File: src/rtl/namuru_wbm_dump.sv
// Wishbone read initiator that drains the namuru correlator register window
// into a first-word fall-through valid/ready stream on every trigger pulse.
module namuru_wbm_dump #(
   parameter logic [31:0] BASE_ADR   = 32'h0000_0000,
   parameter int unsigned NREGS      = 8,
   parameter int unsigned GAP_CYCLES = 8,
   parameter int unsigned TIMEOUT    = 255,
   parameter int unsigned FIFO_DEPTH = 4
) (
   input  logic        sys_clk,
   input  logic        sys_rst,
   input  logic        trigger,
   input  logic        err_clr,
   output logic [31:0] wbm_adr_o,
   output logic [31:0] wbm_dat_o,
   output logic [3:0]  wbm_sel_o,
   output logic        wbm_we_o,
   output logic        wbm_stb_o,
   output logic        wbm_cyc_o,
   input  logic [31:0] wbm_dat_i,
   input  logic        wbm_ack_i,
   output logic [31:0] out_dat,
   output logic [7:0]  out_idx,
   output logic        out_last,
   output logic        out_valid,
   input  logic        out_ready,
   output logic        busy,
   output logic        overrun_err,
   output logic        timeout_err
);

   localparam logic [1:0] S_IDLE = 2'd0;
   localparam logic [1:0] S_REQ  = 2'd1;
   localparam logic [1:0] S_GAP  = 2'd2;
   localparam logic [1:0] S_HOLD = 2'd3;

   localparam int unsigned CW       = $clog2(FIFO_DEPTH) + 1;
   localparam logic [7:0]  LAST_K   = 8'(NREGS - 1);
   localparam logic [7:0]  GAP_LOAD = 8'(GAP_CYCLES - 1);
   localparam logic [15:0] TO_LAST  = 16'(TIMEOUT - 1);
   localparam logic [CW-1:0] DEPTH_C = CW'(FIFO_DEPTH);

   typedef struct packed {
      logic [31:0] dat;
      logic [7:0]  idx;
      logic        last;
   } entry_t;

   logic [1:0]    state_q, state_d;
   logic [7:0]    k_q, k_d;
   logic [7:0]    gap_q, gap_d;
   logic [15:0]   to_q, to_d;
   logic          stb_q, stb_d;
   logic [31:0]   adr_q, adr_d;
   logic          busy_q, busy_d;
   logic          ovr_q, ovr_d;
   logic          tmo_q, tmo_d;
   logic [CW-1:0] cnt_q, cnt_d;
   logic          valid_q, valid_d;
   entry_t        fifo_q [FIFO_DEPTH];
   entry_t        fifo_d [FIFO_DEPTH];

   logic          has_room;
   logic          push;
   logic          pop;
   logic          tmo_set;
   logic          ovr_set;
   logic [CW-1:0] wr_idx;
   entry_t        push_e;

   // Room is judged on the current count only; a same-cycle pop is not credited.
   assign has_room = (cnt_q < DEPTH_C);
   assign pop      = valid_q & out_ready;
   assign ovr_set  = trigger & busy_q;
   assign push_e   = '{dat: wbm_dat_i, idx: k_q, last: (k_q == LAST_K)};

   // NOTE: every signal driven here gets a default first, so no path can
   // leave one unassigned and infer a latch.
   always_comb begin
      state_d = state_q;
      k_d     = k_q;
      gap_d   = gap_q;
      to_d    = '0;
      stb_d   = stb_q;
      busy_d  = busy_q;
      push    = 1'b0;
      tmo_set = 1'b0;

      case (state_q)
         S_IDLE: begin
            if (trigger) begin
               k_d    = '0;
               busy_d = 1'b1;
               if (has_room) begin
                  state_d = S_REQ;
                  stb_d   = 1'b1;
               end else begin
                  state_d = S_HOLD;
               end
            end
         end
         S_REQ: begin
            if (wbm_ack_i) begin
               push  = 1'b1;
               stb_d = 1'b0;
               if (k_q == LAST_K) begin
                  state_d = S_IDLE;
                  busy_d  = 1'b0;
               end else begin
                  k_d     = k_q + 8'd1;
                  gap_d   = GAP_LOAD;
                  state_d = S_GAP;
               end
            end else if (to_q == TO_LAST) begin
               stb_d   = 1'b0;
               tmo_set = 1'b1;
               busy_d  = 1'b0;
               state_d = S_IDLE;
            end else begin
               to_d = to_q + 16'd1;
            end
         end
         S_GAP: begin
            if (gap_q == 8'd0) begin
               if (has_room) begin
                  state_d = S_REQ;
                  stb_d   = 1'b1;
               end else begin
                  state_d = S_HOLD;
               end
            end else begin
               gap_d = gap_q - 8'd1;
            end
         end
         S_HOLD: begin
            if (has_room) begin
               state_d = S_REQ;
               stb_d   = 1'b1;
            end
         end
         default: begin
            state_d = S_IDLE;
            stb_d   = 1'b0;
            busy_d  = 1'b0;
         end
      endcase

      adr_d = BASE_ADR + {22'd0, k_d, 2'b00};
      // A clear beats a same-cycle set of either sticky flag.
      ovr_d = err_clr ? 1'b0 : (ovr_q | ovr_set);
      tmo_d = err_clr ? 1'b0 : (tmo_q | tmo_set);
   end

   // Shift-register FIFO: entry 0 is always the head, so the stream outputs
   // come straight from flops.
   always_comb begin
      fifo_d = fifo_q;
      wr_idx = pop ? (cnt_q - CW'(1)) : cnt_q;
      if (pop) begin
         for (int i = 0; i < int'(FIFO_DEPTH) - 1; i++) begin
            fifo_d[i] = fifo_q[i+1];
         end
      end
      if (push) begin
         for (int i = 0; i < int'(FIFO_DEPTH); i++) begin
            if (wr_idx == CW'(i)) begin
               fifo_d[i] = push_e;
            end
         end
      end
      cnt_d = cnt_q;
      case ({push, pop})
         2'b10:   cnt_d = cnt_q + CW'(1);
         2'b01:   cnt_d = cnt_q - CW'(1);
         default: cnt_d = cnt_q;
      endcase
      valid_d = (cnt_d != '0);
   end

   // NOTE: state is updated only with non-blocking assignments from the _d
   // values, so every flop samples the pre-edge value of every other flop.
   always_ff @(posedge sys_clk or negedge sys_rst) begin
      if (!sys_rst) begin
         state_q <= S_IDLE;
         k_q     <= '0;
         gap_q   <= '0;
         to_q    <= '0;
         stb_q   <= 1'b0;
         adr_q   <= BASE_ADR;
         busy_q  <= 1'b0;
         ovr_q   <= 1'b0;
         tmo_q   <= 1'b0;
         cnt_q   <= '0;
         valid_q <= 1'b0;
         // NOTE: the FIFO storage is reset because entry 0 drives out_dat,
         // out_idx and out_last directly and those have defined reset values.
         for (int i = 0; i < int'(FIFO_DEPTH); i++) begin
            fifo_q[i] <= '0;
         end
      end else begin
         state_q <= state_d;
         k_q     <= k_d;
         gap_q   <= gap_d;
         to_q    <= to_d;
         stb_q   <= stb_d;
         adr_q   <= adr_d;
         busy_q  <= busy_d;
         ovr_q   <= ovr_d;
         tmo_q   <= tmo_d;
         cnt_q   <= cnt_d;
         valid_q <= valid_d;
         fifo_q  <= fifo_d;
      end
   end

   assign wbm_adr_o   = adr_q;
   assign wbm_dat_o   = '0;
   assign wbm_sel_o   = 4'hF;
   assign wbm_we_o    = 1'b0;
   assign wbm_stb_o   = stb_q;
   assign wbm_cyc_o   = stb_q;
   assign out_dat     = fifo_q[0].dat;
   assign out_idx     = fifo_q[0].idx;
   assign out_last    = fifo_q[0].last;
   assign out_valid   = valid_q;
   assign busy        = busy_q;
   assign overrun_err = ovr_q;
   assign timeout_err = tmo_q;

endmodule

File: config.mk
export PLATFORM = sky130hd
export DESIGN_NAME = namuru_wbm_dump
export DESIGN_NICKNAME = d
export VERILOG_FILES = /design/src/rtl/namuru_wbm_dump.sv
export SDC_FILE = /design/constraint.sdc
export NUM_CORES = 1
export LEC_CHECK = 0
export CAP_MARGIN = 30
export CORE_MARGIN = 1
export CORE_UTILIZATION = 59
export DETAILED_ROUTE_END_ITERATION = 16
export PLACE_DENSITY = 0.95
export SLEW_MARGIN = 20
export SYNTH_ARGS = -nofsm -noshare
export SYNTH_HDL_FRONTEND = slang
export SYNTH_SLANG_ARGS = --single-unit
File: constraint.sdc
create_clock -name sys_clk -period 6.4 [get_ports sys_clk]
set_input_delay 1.28 -clock sys_clk [delete_from_list [all_inputs] [get_ports sys_clk]]
set_output_delay 1.28 -clock sys_clk [all_outputs]
set_load 0.01 [all_outputs]
==> results.md, run 1 <==
- The reported max-cap violation count is 0.
- The number of iterations in the first detailed-routing pass is 5.
- In the synthesized netlist the async set-or-reset flop fraction comes to 100%.
- The number of clock buffers added by TritonCTS is 22.
- For the worst setup path, the data required time is 6.77 ns.
- The setup TNS after final layout is 0 ns.
- For this run, design rule violations remaining after detail routing come to 0.
- The standby leakage power is around 6 nW.
- After legalization and detailed placement, the total HPWL measured 13.0 mm.
- The clock passes through at most 3 buffers.
- The number of slew-limit violations in the final report is 0.
- Leaving out fill and tap cells, the most frequent cell in the layout is sky130_fd_sc_hd__nand2_1.
- VDD sags by at most 0.268 mV.
- In this run the cell area measured after placement is 11100 um^2.
- The tree is rooted in a sky130_fd_sc_hd__clkbuf_16.
- The worst hold path belongs to the class flip-flop to flip-flop.
- The count of instances resized after the clock tree is built is 0.
- The detailed-routing wirelength on met1 is 8.61 mm.
- The number of cells traversed by the worst register-to-register path is 7.
- The full die area is 18500 um^2.
- The detailed-route vias per instance is 5.47.
- The placeable core area is 17400 um^2.
- For this run, the leading register cell type out of synthesis is sky130_fd_sc_hd__dfrtp_1.
- The initial antenna violation count is 0.
- The count of unique library cells instantiated by Yosys is 54.
- Synthesis inferred 206 register bits.
- The wire length after detailed routing is 21.4 mm.
- The Yosys step of the flow raised 0 warnings.
- The top layer used by detailed routing is met4.
- The repair_antennas step left the layout with diodes totalling 0.
- The clock reaches the later pin of the worst-skew pair after ~0.51 ns.
- The total congestion overflow is 0.
- Detailed routing inserted a total of approximately 7300 vias.
- The finished cells cover approximately 12000 um^2.
- The maximum clock frequency is between 200 and 300 MHz.
- The worst path in the final design needs a cycle of 3.61 ns, including I/O delays and setup.
- The number of buffers inserted to repair setup after CTS is 0.
- Detailed routing placed a total of about 11 mm of wire on met2.
- The cell area that synthesis handed to floorplanning was 10600 um^2.
- The share of the clock period used by the worst path after layout is a little under three fifths.
- The cell count after synthesis is about 1100.
- The number of I/O port buffers is 92.
- The register area share after synthesis is between 40% and 50%.
- The synthesized design contains 0 enable-type register cells.
- The die span in x is approximately 140 um.
- At the end of the flow the core is filled with cells to 67.9%.
- Setup repair after global routing left no endpoint under its margin.
- The die height is about 140 um.
- The largest net degree at the start of global routing is 111.
- The critical-path maximum fanout is just over 40.
- The endpoint arrival time on the critical path is 3.99 ns.
- Compared with the post-synthesis result, the final layout area differs by 11.5%.
- The number of buffers inserted by hold repair at cts is 0.
- The number of core rows is 48.
- The pin slew with the least headroom to its limit is 0.906 ns.
- The number of top-level pins is 154.
- The element type at the critical path start is a primary input.
- The clock tree from TritonCTS is done.
- Dividing total power by cell area gives a power density of 428 nW/um^2.
- The library cells used most frequently in the layout, excluding fill and tap cells, are 338 x sky130_fd_sc_hd__nand2_1, 206 x sky130_fd_sc_hd__dfrtp_1, 149 x sky130_fd_sc_hd__mux2_2.
- The H-tree depth is 1.
- For this configuration, the core starts out at a cell density of about three fifths.
- The setup clock skew after layout is about 0.024 ns.
- The wire length of the first global-routing pass is about 35 mm.
- The detailed router's first-iteration violation count is 447.
- The final layout net count is 1133.
- In the global route stage, overall resource usage came out at 23.7%.
- The average footprint of a synthesized cell is between 9 and 10 um^2.
- The via count of the first global-routing pass is a little over 7000.
- After clock tree synthesis, the clock-pin slew on the worst setup and hold paths is 0.06 ns.
- The cell depth of the worst hold path is 1.
- The number of clock sinks is between 200 and 250.
- The classification of the worst setup path is primary input to flip-flop.
- Routability-driven placement finished with a final weighted congestion of around 0.9.
- Setup violations remaining at the end of the flow were counted as 0.
- The run finished with clean final reports.
- Of the cells placed in the final design, the portion with a size suffix greater than 1 is 18.5%.
- The layout has between 1000 and 1500 filler cells.
- The worst max-slew margin expressed relative to the limit is around two fifths.
- The wire length per cell after detailed routing is about 16 um.
- The count of endpoints failing hold in the final timing report came to 0.
- The met3 layer wire length in the routed design is ~1.1 mm.
- The power consumption is between 5 and 6 mW.
- The minimum hold slack is 0.507 ns.
- The number of antenna-violating nets in the routed design is 0.
- The worst setup path is captured at a flip-flop.
==> layout make-up <==
cell class	instances	area, um^2	area share [%]
Multi-Input combinational cell	745	4610	39.0
Tap cell	225	282	2.38
Clock buffer	33	662	5.60
Inverter	11	41.3	0.349
Timing Repair Buffer	102	1000	8.46
Sequential cell	206	5150	43.6
Clock inverter	6	75.1	0.635
==> cells in the mapped netlist (3+ instances only) <==
| master | count | area, um^2 |
|---|---|---|
| sky130_fd_sc_hd__a21oi_1 | 13 | 65.1 |
| sky130_fd_sc_hd__a31oi_1 | 5 | 31.3 |
| sky130_fd_sc_hd__and3_1 | 4 | 25.0 |
| sky130_fd_sc_hd__and4_1 | 4 | 35.0 |
| sky130_fd_sc_hd__buf_2 | 16 | 80.1 |
| sky130_fd_sc_hd__buf_4 | 114 | 856 |
| sky130_fd_sc_hd__clkbuf_1 | 27 | 101 |
| sky130_fd_sc_hd__dfrtp_1 | 206 | 5150 |
| sky130_fd_sc_hd__ha_1 | 7 | 87.6 |
| sky130_fd_sc_hd__inv_1 | 11 | 41.3 |
| sky130_fd_sc_hd__mux2_2 | 149 | 1680 |
| sky130_fd_sc_hd__mux2i_1 | 27 | 270 |
| sky130_fd_sc_hd__nand2_1 | 339 | 1270 |
| sky130_fd_sc_hd__nand2b_1 | 3 | 18.8 |
| sky130_fd_sc_hd__nand3_1 | 13 | 65.1 |
| sky130_fd_sc_hd__nand4_1 | 8 | 50.1 |
| sky130_fd_sc_hd__nor2_1 | 27 | 101 |
| sky130_fd_sc_hd__nor3_1 | 8 | 40.0 |
| sky130_fd_sc_hd__o21ai_0 | 6 | 30.0 |
| sky130_fd_sc_hd__o31ai_1 | 4 | 30.0 |
| sky130_fd_sc_hd__or3_1 | 7 | 43.8 |
| sky130_fd_sc_hd__or4_1 | 4 | 30.0 |
| sky130_fd_sc_hd__xnor2_1 | 8 | 70.1 |
| sky130_fd_sc_hd__xor2_1 | 12 | 105 |
==> sequential cells by signal, indices dropped and copies added (netlist names), 2 cells and up <==
register / cells
cnt_q: 3
state_q: 2
out_dat: 32
wbm_adr_o: 8
fifo_q: 123
to_q: 16
gap_q: 8
out_idx: 8
==> cells by family after synthesis <==
kind of cell,Yosys count,share of synthesized area [%]
buf+inv,169,10.2
mux,178,18.6
xor+xnor,20,1.65
fa+ha+maj,7,0.826
other cells,2,0.0708
flops,206,48.6
simple gates,436,17.4
compound gates,43,2.67
==> critical path: stages <==
cell and delay, ns:
sky130_fd_sc_hd__clkdlybuf4s50_1 0.62, sky130_fd_sc_hd__and2_4 0.48, sky130_fd_sc_hd__and3_1 0.28, sky130_fd_sc_hd__o221a_2 0.47, sky130_fd_sc_hd__buf_4 0.44, sky130_fd_sc_hd__mux2_2 0.39
==> metal layers <==
layer | up-vias | track usage (%)
li1 | 3390 | -
met1 | 3616 | 29.5
met2 | 218 | 42.4
met3 | 38 | 3.32
met4 | 0 | 7.65
met5 | - | 0
==> power by group <==
group	switching, mW	internal (mW)	total, mW
clock network	0.506	0.757	1.26
logic	0.802	0.877	1.68
registers	0.326	1.79	2.11
==> stage by stage <==
| step | setup WS, ns | cells |
|---|---|---|
| CTS | 2.81 | 1328 |
| global route | 2.70 | 1328 |
| detailed placement | 2.36 | 1289 |
| floorplan | 3.64 | 1120 |
| finish | 2.79 | 1328 |
| global placement | 2.42 | 1289 |
==> final timing paths <==
kind / to / slack, ns / from
setup reg to reg: fifo_q[21] / 3.66 / cnt_q[0]
hold reg to reg: gap_q[0] / 0.51 / gap_q[0]
hold / removal: gap_q[0] / 0.51 / gap_q[0]
setup / recovery: fifo_q[21] / 2.79 / out_ready
max in group asynchronous: out_dat[7] / 4.26 / sys_rst
min in group asynchronous: to_q[11] / 0.91 / sys_rst
No activity file was read; power rests on OpenSTA's default activity.
==> run 2: changes to the inputs <==
--- a/config.mk
+++ b/config.mk
@@ -7,9 +7,9 @@
 export LEC_CHECK = 0
 export CAP_MARGIN = 30
 export CORE_MARGIN = 1
-export CORE_UTILIZATION = 59
+export CORE_UTILIZATION = 55
 export DETAILED_ROUTE_END_ITERATION = 16
-export PLACE_DENSITY = 0.95
+export PLACE_DENSITY = 0.91
 export SLEW_MARGIN = 20
 export SYNTH_ARGS = -nofsm -noshare
 export SYNTH_HDL_FRONTEND = slang
==> constraint.sdc (replaced) <==
create_clock -name sys_clk -period 3.34 [get_ports sys_clk]
set_input_delay 0.668 -clock sys_clk [delete_from_list [all_inputs] [get_ports sys_clk]]
set_output_delay 0.668 -clock sys_clk [all_outputs]
set_load 0.01 [all_outputs]
==> results.md, run 2 (same netlist as run 1, synthesis figures left out) <==
- The flow ran to the end, and the final reports show no timing, DRC or antenna violations.
- The final layout net count came to 1140 (+0.62%).
- The detailed-route vias per instance is 5.23 (-4.4%).
- The post-place setup slack is 0.291 ns (-2.07 ns).
- The wire length of the first global-routing pass is 34.4 mm (-2.1%).
- fifo_q holds more flip-flops than any other register.
- The minimum hold slack is 0.207 ns (-0.299 ns).
- The library cell used as clock root buffer is sky130_fd_sc_hd__clkbuf_16.
- The signal on the critical path passes through clkdlybuf4s50_1 -> and2_4 -> a31oi_1 -> nor4_4 -> buf_4 -> mux2_2.
- The number of I/O port buffers is 92 (unchanged).
- The largest net degree at the start of global routing was 82 (-26%).
- The number of antenna-violating nets in the routed design is 0 (unchanged).
- The number of clock sinks is 206 (unchanged).
- The critical path in this run is classified as primary input to flip-flop.
- The full die area is 19800 um^2 (+7.2%).
- The setup TNS after final layout came to 0 ns (unchanged).
- The starting density of the core is 56.3% (-4.6 points).
- The area used by multi-input combinational logic is 4610 um^2 (unchanged).
- The maximum count of clock buffers along a single path came to 3 (unchanged).
- The required time at the worst-slack endpoint is 3.72 ns (-3.05 ns).
- The number of core rows is 50 (+4.2%).
- The clock tree from TritonCTS is done.
- The signed area change from the synthesized netlist to the final layout is 13.3%.
- The detailed router's first-iteration violation count is 438 (-2.0%).
- Setup repair after global routing left no endpoint under its margin.
- The worst hold path belongs to the class primary input to async pin.
- The endpoint class of the critical path is a flip-flop.
- The count of instances resized after the clock tree is built is 0 (unchanged).
- The die height is 141 um (+3.5%).
- The overall routing resource usage came to 21.2% (-2.5 points).
- The standby leakage power is 5.92 nW (+1.4%).
- The pin slew with the least headroom to its limit came to 0.650 ns (-0.256 ns).
- The delay of the slowest cell on the worst path is 0.53 ns (-0.09 ns).
- The non-filler instance count after layout was 1371 (+3.2%).
- The number of iterations in the first detailed-routing pass is 5 (unchanged).
- The number of remaining DRC errors came to 0 (unchanged).
- The wire length per cell after detailed routing is 15.2 um (-5.7%).
- The power consumption was 9.76 mW (+93%).
- The top cell types in the final layout, fill and taps aside, are 338 x sky130_fd_sc_hd__nand2_1, 206 x sky130_fd_sc_hd__dfrtp_1, 149 x sky130_fd_sc_hd__mux2_2.
- The setup clock skew after layout came to 0.00639 ns (-0.0175 ns).
- The worst max-slew margin expressed relative to the limit was 56.7% (+17 points).
- The cell family contributing the most delay on the critical path is buffers and inverters.
- The flip-flop count of the largest register, all copies and words added is 123 (unchanged).
- The library cell used most frequently in the layout, excluding fill and tap cells, is sky130_fd_sc_hd__nand2_1.
- The worst voltage drop across the vdd grid was 0.416 mV (+55%).
- The number of slew-limit violations in the final report is 0 (unchanged).
- The layout filler cell count is 1381 (+15%).
- The count of endpoints failing hold in the final timing report was 0 (unchanged).
- The critical-path maximum fanout is 24 (-41%).
- The die span in x is 141 um (+3.5%).
- The H-tree depth is 1 (unchanged).
- The number of top-level pins is 154 (unchanged).
- The number of buffers inserted to repair setup after CTS is 0 (unchanged).
- The smallest setup slack after layout is 0.813 ns (-1.97 ns).
- The share of layout cells above drive strength 1 is 19.3% (+0.77 points).
- The final critical path time including I/O delays and setup is between 2 and 3 ns.
- The wire length after detailed routing is 20.8 mm (-2.7%).
- The overall via count from detail_route is 7165 (-1.3%).
- The endpoint arrival time on the critical path is 2.91 ns (-1.08 ns).
- The area of all sequential standard cells came to 5150 um^2 (unchanged).
- The placed standard-cell area is 11200 um^2 (+1.5%).
- The setup violation total in the final timing report is 0 (unchanged).
- The total congestion overflow came to 0 (unchanged).
- The maximum clock frequency is between 300 and 400 MHz.
- The placeable core area was 18800 um^2 (+8.1%).
- The placed wire-length estimate after detailed placement is 13.2 mm (+1.1%).
- The combined buffer and inverter count along the critical path came to 2 (unchanged).
- The number of buffers inserted by hold repair at cts is 0 (unchanged).
- The reported max-cap violation count is 0 (unchanged).
- The share of the clock period used by the worst path after layout is between 70% and 80%.
- The post-layout instance area is 12000 um^2 (+1.6%).
- The total power per unit cell area is 812 nW/um^2 (+90%).
- The element type at the critical path start is a primary input.
- The largest individual stage delay along the critical path comes from the cell sky130_fd_sc_hd__clkdlybuf4s50_1.
- The initial antenna violation count is 0 (unchanged).
- The utilization after layout is 63.8% (-4.1 points).
- The worst-skew pair later-pin latency was 0.50 ns (about the same).
- The routability-driven placement congestion ratio is 0.812 (-7.1%).
- The via count of the first global-routing pass was 7082 (-2.0%).
- The cell count after placement is 1330 (+3.2%).
- The clock slew seen by the registers of the worst setup and hold paths was 0.06 ns (about the same).
- The number of antenna repair diodes is 0 (unchanged).
- The number of clock buffers inserted by TritonCTS came to 23 (+4.5%).
[run 2: changes by cell type in the layout (fill, tap and decap cells not counted)]
cell,change
sky130_fd_sc_hd__clkinv_8,-1
sky130_fd_sc_hd__clkbuf_1,-2
sky130_fd_sc_hd__clkinv_2,+5
sky130_fd_sc_hd__buf_12,+6
sky130_fd_sc_hd__clkbuf_8,-2
sky130_fd_sc_hd__bufinv_16,+1
sky130_fd_sc_hd__clkbuf_16,+1
[run 2: worst paths after layout]
kind                            startpoint           to  slack, ns  cells after the start
worst min-delay path               sys_rst  out_dat[20]       0.21                      1
min in group sys_clk              gap_q[0]     gap_q[0]       0.50                      1
worst max-delay path             out_ready  out_dat[10]       0.81                      6
max in group asynchronous          sys_rst  out_dat[30]       2.29                      2
worst min register to register    gap_q[0]     gap_q[0]       0.50                      1
worst max register to register    cnt_q[0]  out_dat[10]       0.91                      7
[run 2: report_power, final]
part	switching [mW]	internal, mW
clock	0.977	1.53
combinational	1.51	1.71
sequential	0.612	3.43
total	3.09	6.67
[run 2: metal layers]
metal  wire [um]  track usage, %
met1        8860            27.1
met5           0               0
met2       10700            37.9
met3         928            2.75
met4         363            5.84
[run 2: worst register-to-register path, cell delays in order, from the launching register on]
cell and delay (ns):
sky130_fd_sc_hd__dfrtp_1 0.44, sky130_fd_sc_hd__inv_1 0.10, sky130_fd_sc_hd__ha_1 0.23, sky130_fd_sc_hd__xnor2_1 0.17, sky130_fd_sc_hd__a31oi_1 0.21, sky130_fd_sc_hd__nor4_4 0.37
sky130_fd_sc_hd__buf_4 0.39, sky130_fd_sc_hd__mux2_2 0.40
[run 2: area by class of cell]
cell class | count | area share, %
Inverter | 11 | 0.344
Multi-Input combinational cell | 745 | 38.3
Tap cell | 260 | 2.71
Clock inverter | 11 | 0.948
Clock buffer | 30 | 5.43
Timing Repair Buffer | 108 | 9.32
Sequential cell | 206 | 42.9
